### src/rtl/calc_pkg.sv
// Shared types for the calculator keypad front end: command codes,
// calc_top status encodings, keypad FSM states and the key-to-command map.
package calc_pkg;

  typedef logic [3:0] cmd_t;

  typedef enum logic [1:0] {
    READY = 2'd0,
    OK    = 2'd1,
    BUSY  = 2'd2,
    ERROR = 2'd3
  } status_t;

  typedef enum logic [1:0] {
    SCAN,
    DEBOUNCE,
    EMIT,
    WAIT_RELEASE
  } kp_state_t;

  localparam cmd_t CMD_ADD = 4'hA;
  localparam cmd_t CMD_SUB = 4'hB;
  localparam cmd_t CMD_MUL = 4'hC;
  localparam cmd_t CMD_DIV = 4'hD;
  localparam cmd_t CMD_CLR = 4'hE;
  localparam cmd_t CMD_EQU = 4'hF;

  // Indexed by {row_idx, col_idx}; phone-style layout.
  localparam cmd_t KEYMAP [16] = '{
    4'h1,    4'h2, 4'h3,    CMD_ADD,
    4'h4,    4'h5, 4'h6,    CMD_SUB,
    4'h7,    4'h8, 4'h9,    CMD_MUL,
    CMD_CLR, 4'h0, CMD_EQU, CMD_DIV
  };

  function automatic logic is_onehot4(input logic [3:0] v);
    return (v != 4'b0) && ((v & (v - 4'b1)) == 4'b0);
  endfunction

  // Only meaningful for a one-hot argument.
  function automatic logic [1:0] enc4(input logic [3:0] v);
    logic [1:0] r;
    r = 2'd0;
    unique case (1'b1)
      v[0]: r = 2'd0;
      v[1]: r = 2'd1;
      v[2]: r = 2'd2;
      v[3]: r = 2'd3;
      default: r = 2'd0;
    endcase
    return r;
  endfunction

endpackage

### src/rtl/calc_row_sync.sv
// Two-flop synchroniser for the raw keypad row inputs.
// Clears to zero on reset.
module calc_row_sync #(
  parameter int W = 4
) (
  input  logic         clk_i,
  input  logic         rst_i,
  input  logic [W-1:0] d_i,
  output logic [W-1:0] q_o
);

  logic [W-1:0] s1_q;
  logic [W-1:0] s2_q;

  // Metastability chain: raw rows in, stable rows out two cycles later.
  always_ff @(posedge clk_i or posedge rst_i) begin
    if (rst_i) begin
      s1_q <= '0;
      s2_q <= '0;
    end else begin
      s1_q <= d_i;
      s2_q <= s1_q;
    end
  end

  assign q_o = s2_q;

endmodule

### src/rtl/calc_keypad.sv
// 4x4 keypad scanner/debouncer feeding calc_top.cmd with one strobe per press.
// Define CALC_KEYPAD_REPEAT_EN to build the held-key auto-repeat.
module calc_keypad
  import calc_pkg::*;
#(
  parameter int   SCAN_DIV      = 1000,
  parameter int   DEB_CYCLES    = 20000,
  parameter cmd_t IDLE_CMD      = 4'hF,
  parameter int   REPEAT_CYCLES = 500000
) (
  input  logic       clock,
  input  logic       reset,
  input  logic [3:0] row,
  input  logic [1:0] status,
  output logic [3:0] col,
  output logic [3:0] cmd,
  output logic       cmd_valid
);

  localparam int CNT_MAX = (SCAN_DIV > DEB_CYCLES) ? SCAN_DIV : DEB_CYCLES;
  localparam int CW      = $clog2(CNT_MAX + 1);
  localparam logic [CW-1:0] SCAN_LAST = CW'(SCAN_DIV - 1);
  localparam logic [CW-1:0] DEB_LAST  = CW'(DEB_CYCLES - 1);

  // The last-cycle row sample must see this column, not the previous one.
  if (SCAN_DIV < 3 || DEB_CYCLES < 1 || REPEAT_CYCLES < 2) begin : g_param_chk
    $error("calc_keypad: SCAN_DIV>=3, DEB_CYCLES>=1, REPEAT_CYCLES>=2");
  end

  logic [3:0]    row_s;
  kp_state_t     state_q;
  logic [3:0]    col_q;
  logic [CW-1:0] cnt_q;
  logic [1:0]    row_idx_q;
  logic [1:0]    col_idx_q;
  cmd_t          cmd_q;
  logic          valid_q;
  logic [3:0]    key_row;
  logic [3:0]    col_next;

  calc_row_sync #(.W(4)) u_sync (
    .clk_i (clock),
    .rst_i (reset),
    .d_i   (row),
    .q_o   (row_s)
  );

  assign key_row  = 4'b0001 << row_idx_q;
  assign col_next = {col_q[2:0], col_q[3]};

`ifdef CALC_KEYPAD_REPEAT_EN
  localparam int RW = $clog2(REPEAT_CYCLES + 1);
  localparam logic [RW-1:0] REP_LAST = RW'(REPEAT_CYCLES - 1);
  logic [RW-1:0] rep_q;
`endif

  // Keypad FSM: scan, debounce press, emit strobe, debounce release.
  always_ff @(posedge clock or posedge reset) begin
    if (reset) begin
      state_q   <= SCAN;
      col_q     <= 4'b0001;
      cnt_q     <= '0;
      row_idx_q <= 2'd0;
      col_idx_q <= 2'd0;
      cmd_q     <= IDLE_CMD;
      valid_q   <= 1'b0;
`ifdef CALC_KEYPAD_REPEAT_EN
      rep_q     <= '0;
`endif
    end else begin
      valid_q <= 1'b0;
      cmd_q   <= IDLE_CMD;
      unique case (state_q)
        SCAN: begin
          if (cnt_q == SCAN_LAST) begin
            cnt_q <= '0;
            if (is_onehot4(row_s)) begin
              row_idx_q <= enc4(row_s);
              col_idx_q <= enc4(col_q);
              state_q   <= DEBOUNCE;
            end else begin
              col_q <= col_next;
            end
          end else begin
            cnt_q <= cnt_q + 1'b1;
          end
        end
        DEBOUNCE: begin
          if (row_s != key_row) begin
            state_q <= SCAN;
            cnt_q   <= '0;
          end else if (cnt_q == DEB_LAST) begin
            state_q <= EMIT;
            cnt_q   <= '0;
          end else begin
            cnt_q <= cnt_q + 1'b1;
          end
        end
        EMIT: begin
          if (status != BUSY) begin
            valid_q <= 1'b1;
            cmd_q   <= KEYMAP[{row_idx_q, col_idx_q}];
            state_q <= WAIT_RELEASE;
            cnt_q   <= '0;
`ifdef CALC_KEYPAD_REPEAT_EN
            // The EMIT cycle counts toward the repeat period.
            rep_q   <= RW'(1);
`endif
          end
        end
        WAIT_RELEASE: begin
          if (row_s != 4'b0) begin
            cnt_q <= '0;
          end else if (cnt_q == DEB_LAST) begin
            state_q <= SCAN;
            cnt_q   <= '0;
            col_q   <= col_next;
          end else begin
            cnt_q <= cnt_q + 1'b1;
          end
`ifdef CALC_KEYPAD_REPEAT_EN
          if (row_s == key_row) begin
            if (rep_q >= REP_LAST) begin
              state_q <= EMIT;
              rep_q   <= '0;
            end else begin
              rep_q <= rep_q + 1'b1;
            end
          end else begin
            rep_q <= '0;
          end
`endif
        end
        default: state_q <= SCAN;
      endcase
    end
  end

  assign col       = col_q;
  assign cmd       = cmd_q;
  assign cmd_valid = valid_q;

endmodule
### config.mk
export PLATFORM = sky130hd
export DESIGN_NAME = calc_keypad
export DESIGN_NICKNAME = d
export VERILOG_FILES = /design/src/rtl/calc_pkg.sv /design/src/rtl/calc_row_sync.sv /design/src/rtl/calc_keypad.sv
export SDC_FILE = /design/constraint.sdc
export NUM_CORES = 1
export LEC_CHECK = 0
export BUFFER_PORTS_ARGS = -buffer_cell sky130_fd_sc_hd__buf_4
export CORE_MARGIN = 3
export CORE_UTILIZATION = 55
export CTS_CLUSTER_DIAMETER = 200
export DETAILED_ROUTE_END_ITERATION = 10
export PLACE_DENSITY_LB_ADDON = 0.25
export SYNTH_ARGS = -nofsm -noshare
export SYNTH_HDL_FRONTEND = slang
export SYNTH_HIERARCHICAL = 1
export SYNTH_SLANG_ARGS = --single-unit
### constraint.sdc
create_clock -name clock -period 3.3 [get_ports clock]
set_input_delay 0.66 -clock clock [delete_from_list [all_inputs] [get_ports clock]]
set_output_delay 0.66 -clock clock [all_outputs]
set_load 0.1 [all_outputs]
# --- Yosys cells after proc, flatten, opt, wreduce, memory -nomap -nowiden ---
# Memory sizes are Yosys's and may differ from the RTL's.
# Cells that the tools add are included.
word_totals:
  inputBits: 8
  out_inout_bits: 9
  memories: 1
  romBits: 64
  ff_bits: 38
classes:
  order_cmp: 1
  n_mux: 27
  bitwise: 2
  eq_ne: 14
  shifts: 1
  reduce_logical: 8
  addsub: 2
mem_list:
  columns: ["memory", "depth", "width", "read_ports", "rd_clocked_by_memory_dff", "write_ports", "line_no", "rtl"]
  rows:
  - ["(name not given)", 16, 4, 1, 0, 0, "calc_keypad.sv:102", "cmd_q <= KEYMAP[{row_idx_q, col_idx_q}];"]
op_table:
  columns: ["op", "n"]
  rows:
  - ["15-bit two-way mux", 5]
  - ["15-bit one-hot mux with 4 select lines", 1]
  - ["4-bit two-way mux", 8]
  - ["15-bit by 1-bit adder with 15-bit output (second input constant)", 1]
  - ["15-bit by 10-bit == test with 1-bit output (second input constant)", 1]
  - ["15-bit == test (second input constant)", 1]
  - ["2-bit two-way mux", 7]
  - ["2-bit != test (second input constant)", 7]
  - ["2-bit one-hot mux with 3 select lines", 2]
  - ["2-bit one-hot mux with 4 select lines", 1]
  - ["4-bit one-hot mux with 2 select lines", 1]
  - ["6-bit AND reduction", 1]
  - ["5-bit greater-or-equal comparator (second input constant)", 1]
  - ["4-bit inverter with 5-bit output", 1]
  - ["5-bit AND reduction", 1]
  - ["4-bit AND", 1]
  - ["2-bit == test (second input constant)", 2]
  - ["4-bit zero test", 1]
  - ["4-bit != test", 1]
  - ["4-bit nonzero test", 1]
  - ["1-bit by 2-bit left shift with 4-bit output (first input constant)", 1]
  - ["4-bit by 1-bit subtractor with 4-bit output (second input constant)", 1]
  - ["3-bit != test (second input constant)", 1]
  - ["3-bit AND reduction", 1]
  - ["other kinds (5)", 6]

# --- Logic depth before layout (Yosys ltp) ---
# Gate-level depths: netlist (run 1).
logic_depth:
  ltp_word: 7
  ltp_mapped: 9

# --- Hierarchy ---
# The synthesis (run 1) kept the hierarchy.
by_module_without_submodules:
  columns: ["module", "area_per_inst_um2", "cells_each", "n_inst"]
  rows:
  - ["calc_keypad", 1756.7, 186, 1]
  - ["calc_row_sync", 203.9, 9, 1]

# --- Worst setup path before layout (run 1) ---
# Ideal clock, no wire load.
synth_timing:
  kind: "register -> register"
  start: "reg cnt_q[0]"
  end: "reg col_q[2], in the netlist col[2]"
  setup_slack_ps: 1280
  arrival_ps: 1894
  t_required_ps: 3174
  period_less_slack_ps: 2020
  stages_incl_launch_ff: 8
  n_path_buf: 0
  setup_time_ps: 126
  cell_sequence: "dfrtp_1 -> ha_1 -> nor4bb_1 -> nand4_1 -> nor4_1 -> nand2_1 -> o31ai_1 -> mux2_2"
synth_between:
  elab_chain_cells: 3
synth_rtl:
  columns: ["item", "line_no", "rtl"]
  rows:
  - ["from (decl)", "calc_keypad.sv:33", "logic [CW-1:0] cnt_q;"]
  - ["from (signal assigned)", "calc_keypad.sv:85", "cnt_q <= cnt_q + 1'b1;"]
  - ["from (signal assigned)", "calc_keypad.sv:96", "cnt_q <= cnt_q + 1'b1;"]
  - ["from (signal assigned)", "calc_keypad.sv:119", "cnt_q <= cnt_q + 1'b1;"]
  - ["15-bit == test or 15-bit by 10-bit == test with 1-bit output (tied branches)", "calc_keypad.sv:114, calc_keypad.sv:75", null]
  - ["2-bit != test (no line)", null, null]
  - ["5-bit AND reduction (no line) *", null, null]
  - ["to (signal assigned)", "calc_keypad.sv:82", "col_q <= col_next;"]
  - ["to (signal assigned)", "calc_keypad.sv:117", "col_q <= col_next;"]
  - ["to (decl)", "calc_keypad.sv:32", "logic [3:0] col_q;"]
# Mark *: on every way between the ends. The rest lies on a longest branch, timed or not.
# A chain may end at the register's enable or synchronous reset.

# --- Worst setup path after layout (run 1) ---
layout_timing:
  start: "reg cnt_q[0]"
  end: "reg col_q[3], in the netlist col[3]"
# Same word-level chain as after synthesis.

==> results of run 1 <==
[metrics by stage]
stage / hold slack (ns) / total power [µW] / worst slack [ns] / instances / utilization
finish: 0.245 / 898 / 0.959 / 256 / 0.645
global route: 0.233 / 931 / 0.700 / 256 / 0.645
CTS: 0.241 / 904 / 0.964 / 256 / 0.645
detailed placement: 0.335 / 509 / 1.01 / 248 / 0.614
global placement: 0.332 / 507 / 1.07 / 248 / 0.614
floorplan: 0.331 / 499 / 1.28 / 195 / -
[worst max-delay path by stage]
stage / to / startpoint / slack [ns]
after floorplan: col[2] / cnt_q[0] / 1.28
after global placement: col[3] / cnt_q[0] / 1.07
after detailed placement: cnt_q[10] / cnt_q[0] / 1.01
after CTS: cnt_q[10] / cnt_q[0] / 0.96
after global routing: cnt_q[11] / cnt_q[0] / 0.70
final: col[3] / cnt_q[0] / 0.96
[worst max-delay path: stages (launching register included)]
cell and delay [ns]:
dfrtp_1 0.41, ha_1 0.23, and4_1 0.29, nand4_1 0.24, o31ai_1 0.66, mux2_2 0.42
[kinds of logic (layout without fill, tap and decap cells)]
kind of cell               count (synthesis)  after routing  share of synthesized area
AOI/OAI and AO/OA                         35             35                      0.120
and+or+nand+nor                           83             83                      0.225
adders and majority gates                  6              6                     0.0383
muxes                                      8              8                     0.0447
buffers and inverters                     16             31                     0.0434
xor gates and xnor gates                   9              9                     0.0402
DFF                                       38             38                      0.488
[cells in the final DEF, fill, tap and decap left out, types with 3 or more instances in the layout]
cell type and n:
dfrtp_1 33, nor2_1 24, nand2_1 23, buf_4 16, o21ai_0 11, inv_1 7, mux2_2 6, ha_1 6
nand3_1 5, xor2_1 5, a21oi_1 5, nor3_1 5, clkbuf_4 5, dfstp_2 5, nand4_1 4, xnor2_1 4
o31ai_1 3, or3_1 3, nor4b_1 3, a211o_1 3
[power by group through the flow]
stage | clock [µW] | combinational [µW] | sequential (µW)
CTS | 404 | 24.6 | 476
global placement | 0 | 23.3 | 484
global route | 427 | 27.4 | 477
finish | 399 | 23.7 | 476
floorplan | 0 | 17.7 | 481
detailed placement | 0 | 24.4 | 485
[sequential cells by signal (all words and copies together), names as in the netlist, named ones only]
| register | count |
|---|---|
| state_q | 1 |
| col_idx_q | 2 |
| u_sync/s1_q | 4 |
| cmd | 4 |
| row_idx_q | 2 |
| cnt_q | 15 |
| cmd_valid | 1 |
| u_sync/q_o | 4 |
| col | 4 |
[routing by layer]
layer  up-vias  global-route usage
met5         -                   0
met4         0              0.0699
met3         5              0.0581
met2        40               0.314
met1       709               0.256
li1        716                   -
[final cells by class]
type                    count  area (µm²)
clock buffers               5        37.5
clock inverters             3        68.8
fillers                   279        1200
inverters                   7        26.3
multi-input cells         141         918
flip-flops and latches     38         957
well taps                  46        57.6
repair buffers             16         120
==> flow_summary.yaml, run 1 <==
clocking:
  cts-root-buf: "clkbuf_4"
  numCtsBuffers: 5
  clock-sinks: 38
  clk_path_buf_depth: 2
  clk_latency_ns: 0.35
  ctsResizeCount: 0
  postCtsHoldBufs: 0
  cts_tree: "yes"
  cts.htree.levels: 2
  postCtsSetupBuffers: 0
  clk_pin_slew_ns: 0.11
critical_path:
  end_kind: "register"
  rrSetupSlack_ns: 0.96
  reg2reg_from: "cnt_q[0]"
  worstPathMaxFanout: 6
  crit_required_ns: 3.54
  start_kind: "register"
  ff2ff_path_depth: 5
  r2r_end: "col[3]"
  path_class: "reg -> reg"
  critical_path_arrival_ns: 2.58
global_routing:
  overflow: 0
  grt_max_degree: 31
  grt_pass1_wl_um: 6460
  grt.total_usage: 0.198
  grt_antenna_before_repair: 0
  grt_pass1_vias: 1414
synth:
  seq_area_frac_synth: 0.488
  synth_flop_cell: "dfrtp_1"
  synth_common_cells: "33 x dfrtp_1, 24 x nor2_1, 23 x nand2_1"
  synth_area_leaders: "dfrtp_1 42%, dfstp_2 6.7%, nor2_1 4.6%, nand2_1 4.4%, ha_1 3.8%"
  synth_cell_types: 45
  syn_nets: 209
  netlist_area_um2: 1960
  synthCells: 195
  postSynthRegisterBits: 38
  yosysTopAreaCell: "dfrtp_1"
  synth-edff-count: 0
  yosysMostFrequentCell: "dfrtp_1"
  synth_top_area_frac: 0.421
  synth-async-reset-ratio: 1.00
  ys_warn_count: 6
  syn_avg_cell_area_um2: 10.1
die:
  start_util: 0.578
  io_pins: 17
  die_w_um: 65.7
  die-area_um2: 4320
  rows: 21
  fp.dieH_um: 65.7
  coreArea_um2: 3390
power:
  power_frac_clock: 0.444
  power_frac_seq: 0.530
  comb_power_share: 0.026
  p_leak_uw: 0.000949
  power.density_nw_per_um2: 411
  p_sw_uw: 181
  swShare: 0.202
  intPower_uw: 717
  peakVddDrop_v: 0.000272
timing:
  slew_viol_final: 0
  hold_violations: 0
  fin_worst_skew_ns: 0.00431
  layout_min_cycle_time_ns: 2.34
  setup_violations: 0
  finalSetupTns_ns: 0
  period_share: 0.709
  slew_headroom: 0.258
  rsz0062_at_grt: "no"
  tightest_slew_ns: 1.11
  clock.fmax_mhz: 427
detailed_routing:
  met3_length_um: 206
  drc_errors: 0
  dr.first_iter.drc_count: 86
  drtAntennaViolNets: 0
  dr_wl_met2_um: 1780
  first_pass_iters: 4
  wl_per_cell_um: 14.2
  routed.top_layer: "met4"
  wl_met1_um: 1580
  vias: 1470
  wl_um: 3630
  vias_per_cell: 5.74
cells_and_area:
  drive_above_1_share: 0.190
  synthToLayoutAreaGrowth_pct: 11.5
  antennaDiodeCount: 0
  finalNetCount: 223
  finalInstanceArea_um2: 2190
placement:
  dp_hpwl_um: 2610
  gp_congestion: 0.889
  port_buffers: 16
  post_dp_cell_area_um2: 2080
run:
  cap_violations: 0
run_status:
  outcome: "finished clean"
worst_hold_path:
  worst_hold_path_type: "in -> async"
(Power assumes the default switching activity.)
==> run 2: changes to the inputs <==
clock period = 2.2 ns   (was 3.3 ns; I/O delays follow)
==> run 2 against run 1 <==
  * Flip-flop and latch count did not move
  * Design area rose by 3.0%
  * First-iteration DRC count increased by 13%
  * Die area unchanged
  * Clock power decreased by 14%
  * Largest power group unchanged
==> flow_summary.yaml, run 2 (synthesis results as in run 1) <==
detailed_routing:
  drc_errors: 0
  wl_per_cell_um: 13.9
  vias_per_cell: 5.62
  first_pass_iters: 4
  drtAntennaViolNets: 0
  wl_um: 3690
  dr.first_iter.drc_count: 97
  vias: 1494
timing:
  fin_worst_skew_ns: 0.0119
  layout_min_cycle_time_ns: 2.05
  slew_viol_final: 0
  tightest_slew_ns: 0.515
  setup_violations: 0
  hold_violations: 0
  slew_headroom: 0.654
  rsz0062_at_grt: "no"
  period_share: 0.932
  clock.fmax_mhz: 488
  holdWs_ns: 0.0295
die:
  io_pins: 17
  die_w_um: 65.7
  fp.dieH_um: 65.7
  rows: 21
  coreArea_um2: 3390
  start_util: 0.578
  die-area_um2: 4320
critical_path:
  slowest_stage: "mux2_2"
  ff2ff_path_depth: 7
  worst-path-buf-inv: 0
  critPathTopFamily: "simple AND/OR/NAND/NOR gates"
  rrSetupSlack_ns: 0.15
  crit_required_ns: 2.44
  slowest_delay_ns: 0.39
  path_class: "reg -> reg"
  worstPathMaxFanout: 5
  critical_path_arrival_ns: 2.29
  start_kind: "register"
  r2r_end: "col[2]"
  end_kind: "register"
  crit_chain: "ha_2, nor4bb_4, nand4_1, nor4_2, nand2_1, o31ai_2, mux2_2"
  reg2reg_from: "cnt_q[0]"
placement:
  dp.cells: 256
  gp_congestion: 0.840
  dp_hpwl_um: 2760
  port_buffers: 16
  post_dp_cell_area_um2: 2140
cells_and_area:
  final_cell_mix: "31 x dfrtp_1, 26 x buf_4, 24 x nor2_1"
  top_register: "cnt_q"
  largest_reg_flops: 15
  mostFrequentLayoutCell: "dfrtp_1"
  finalInstanceArea_um2: 2250
  synthToLayoutAreaGrowth_pct: 14.8
  antennaDiodeCount: 0
  drive_above_1_share: 0.264
  finalNetCount: 233
  fin_cells: 266
global_routing:
  grt_antenna_before_repair: 0
  grt_pass1_vias: 1424
  grt.total_usage: 0.190
  overflow: 0
  grt_max_degree: 31
  grt_pass1_wl_um: 6310
run_status:
  outcome: "finished clean"
clocking:
  clock-sinks: 38
  clk_path_buf_depth: 2
  cts.htree.levels: 2
  clk_latency_ns: 0.34
  clk_pin_slew_ns: 0.11
  numCtsBuffers: 5
  cts-root-buf: "clkbuf_4"
  cts_tree: "yes"
  postCtsHoldBufs: 0
run:
  cap_violations: 0
power:
  p_leak_uw: 0.000977
  power.density_nw_per_um2: 489
  peakVddDrop_v: 0.000389
worst_hold_path:
  worst_hold_path_type: "in -> async"
## run 2: worst register-to-register path, stage by stage, from the launching register on
cell	delay, ns
dfrtp_1	0.38
ha_2	0.22
nor4bb_4	0.31
nand4_1	0.17
nor4_2	0.23
nand2_1	0.13
o31ai_2	0.14
mux2_2	0.39
## run 2: power breakdown
group | switching (µW) | internal [µW]
sequential | 7.96 | 706
combinational | 23.5 | 18.0
clock | 222 | 122
total | 254 | 846
## run 2: worst max path at each step
stage	from	slack, ns	end	cells past startpoint
3_3_place_gp	cnt_q[1]	0.06	col[1]	7
2_1_floorplan	cnt_q[0]	0.18	col[2]	7
6_report	cnt_q[0]	0.15	col[2]	7
5_1_grt	u_sync/q_o[3]	0.01	cnt_q[3]	5
4_1_cts	cnt_q[1]	0.01	col[2]	7
3_5_place_dp	cnt_q[1]	-0.1	col[2]	7
## run 2: repair_timing
item,4_1_cts,5_1_grt
setup endpoints to repair,14,18
buffers inserted,0,2
gates resized for setup,2,10
hold endpoints to repair,0,0
pin swaps,0,2
## run 2: area by class of cell
| class | instances | area (µm²) |
|---|---|---|
| flip-flops and latches | 38 | 960 |
| inverters | 7 | 26.3 |
| repair buffers | 26 | 195 |
| multi-input cells | 141 | 961 |
| clock inverters | 2 | 10.0 |
| fillers | 270 | 1140 |
| clock buffers | 6 | 41.3 |
| well taps | 46 | 57.6 |
## run 2: metal layers
| layer | GRT usage | wire, µm | share of wire |
|---|---|---|---|
| met5 | 0 | 0 | 0 |
| met4 | 0.0777 | 34 | 0.0092 |
| met3 | 0.0410 | 162 | 0.044 |
| met2 | 0.317 | 1810 | 0.49 |
| met1 | 0.238 | 1680 | 0.46 |
## run 2: per-stage QoR
step	worst slack, ns	total power [µW]	util	setup TNS [ns]
floorplan	0.180	749	-	0
global placement	0.0559	763	0.631	0
detailed placement	-0.0997	765	0.631	-0.943
CTS	0.0147	1110	0.650	0
global route	0.0116	1140	0.664	0
finish	0.150	1100	0.664	0
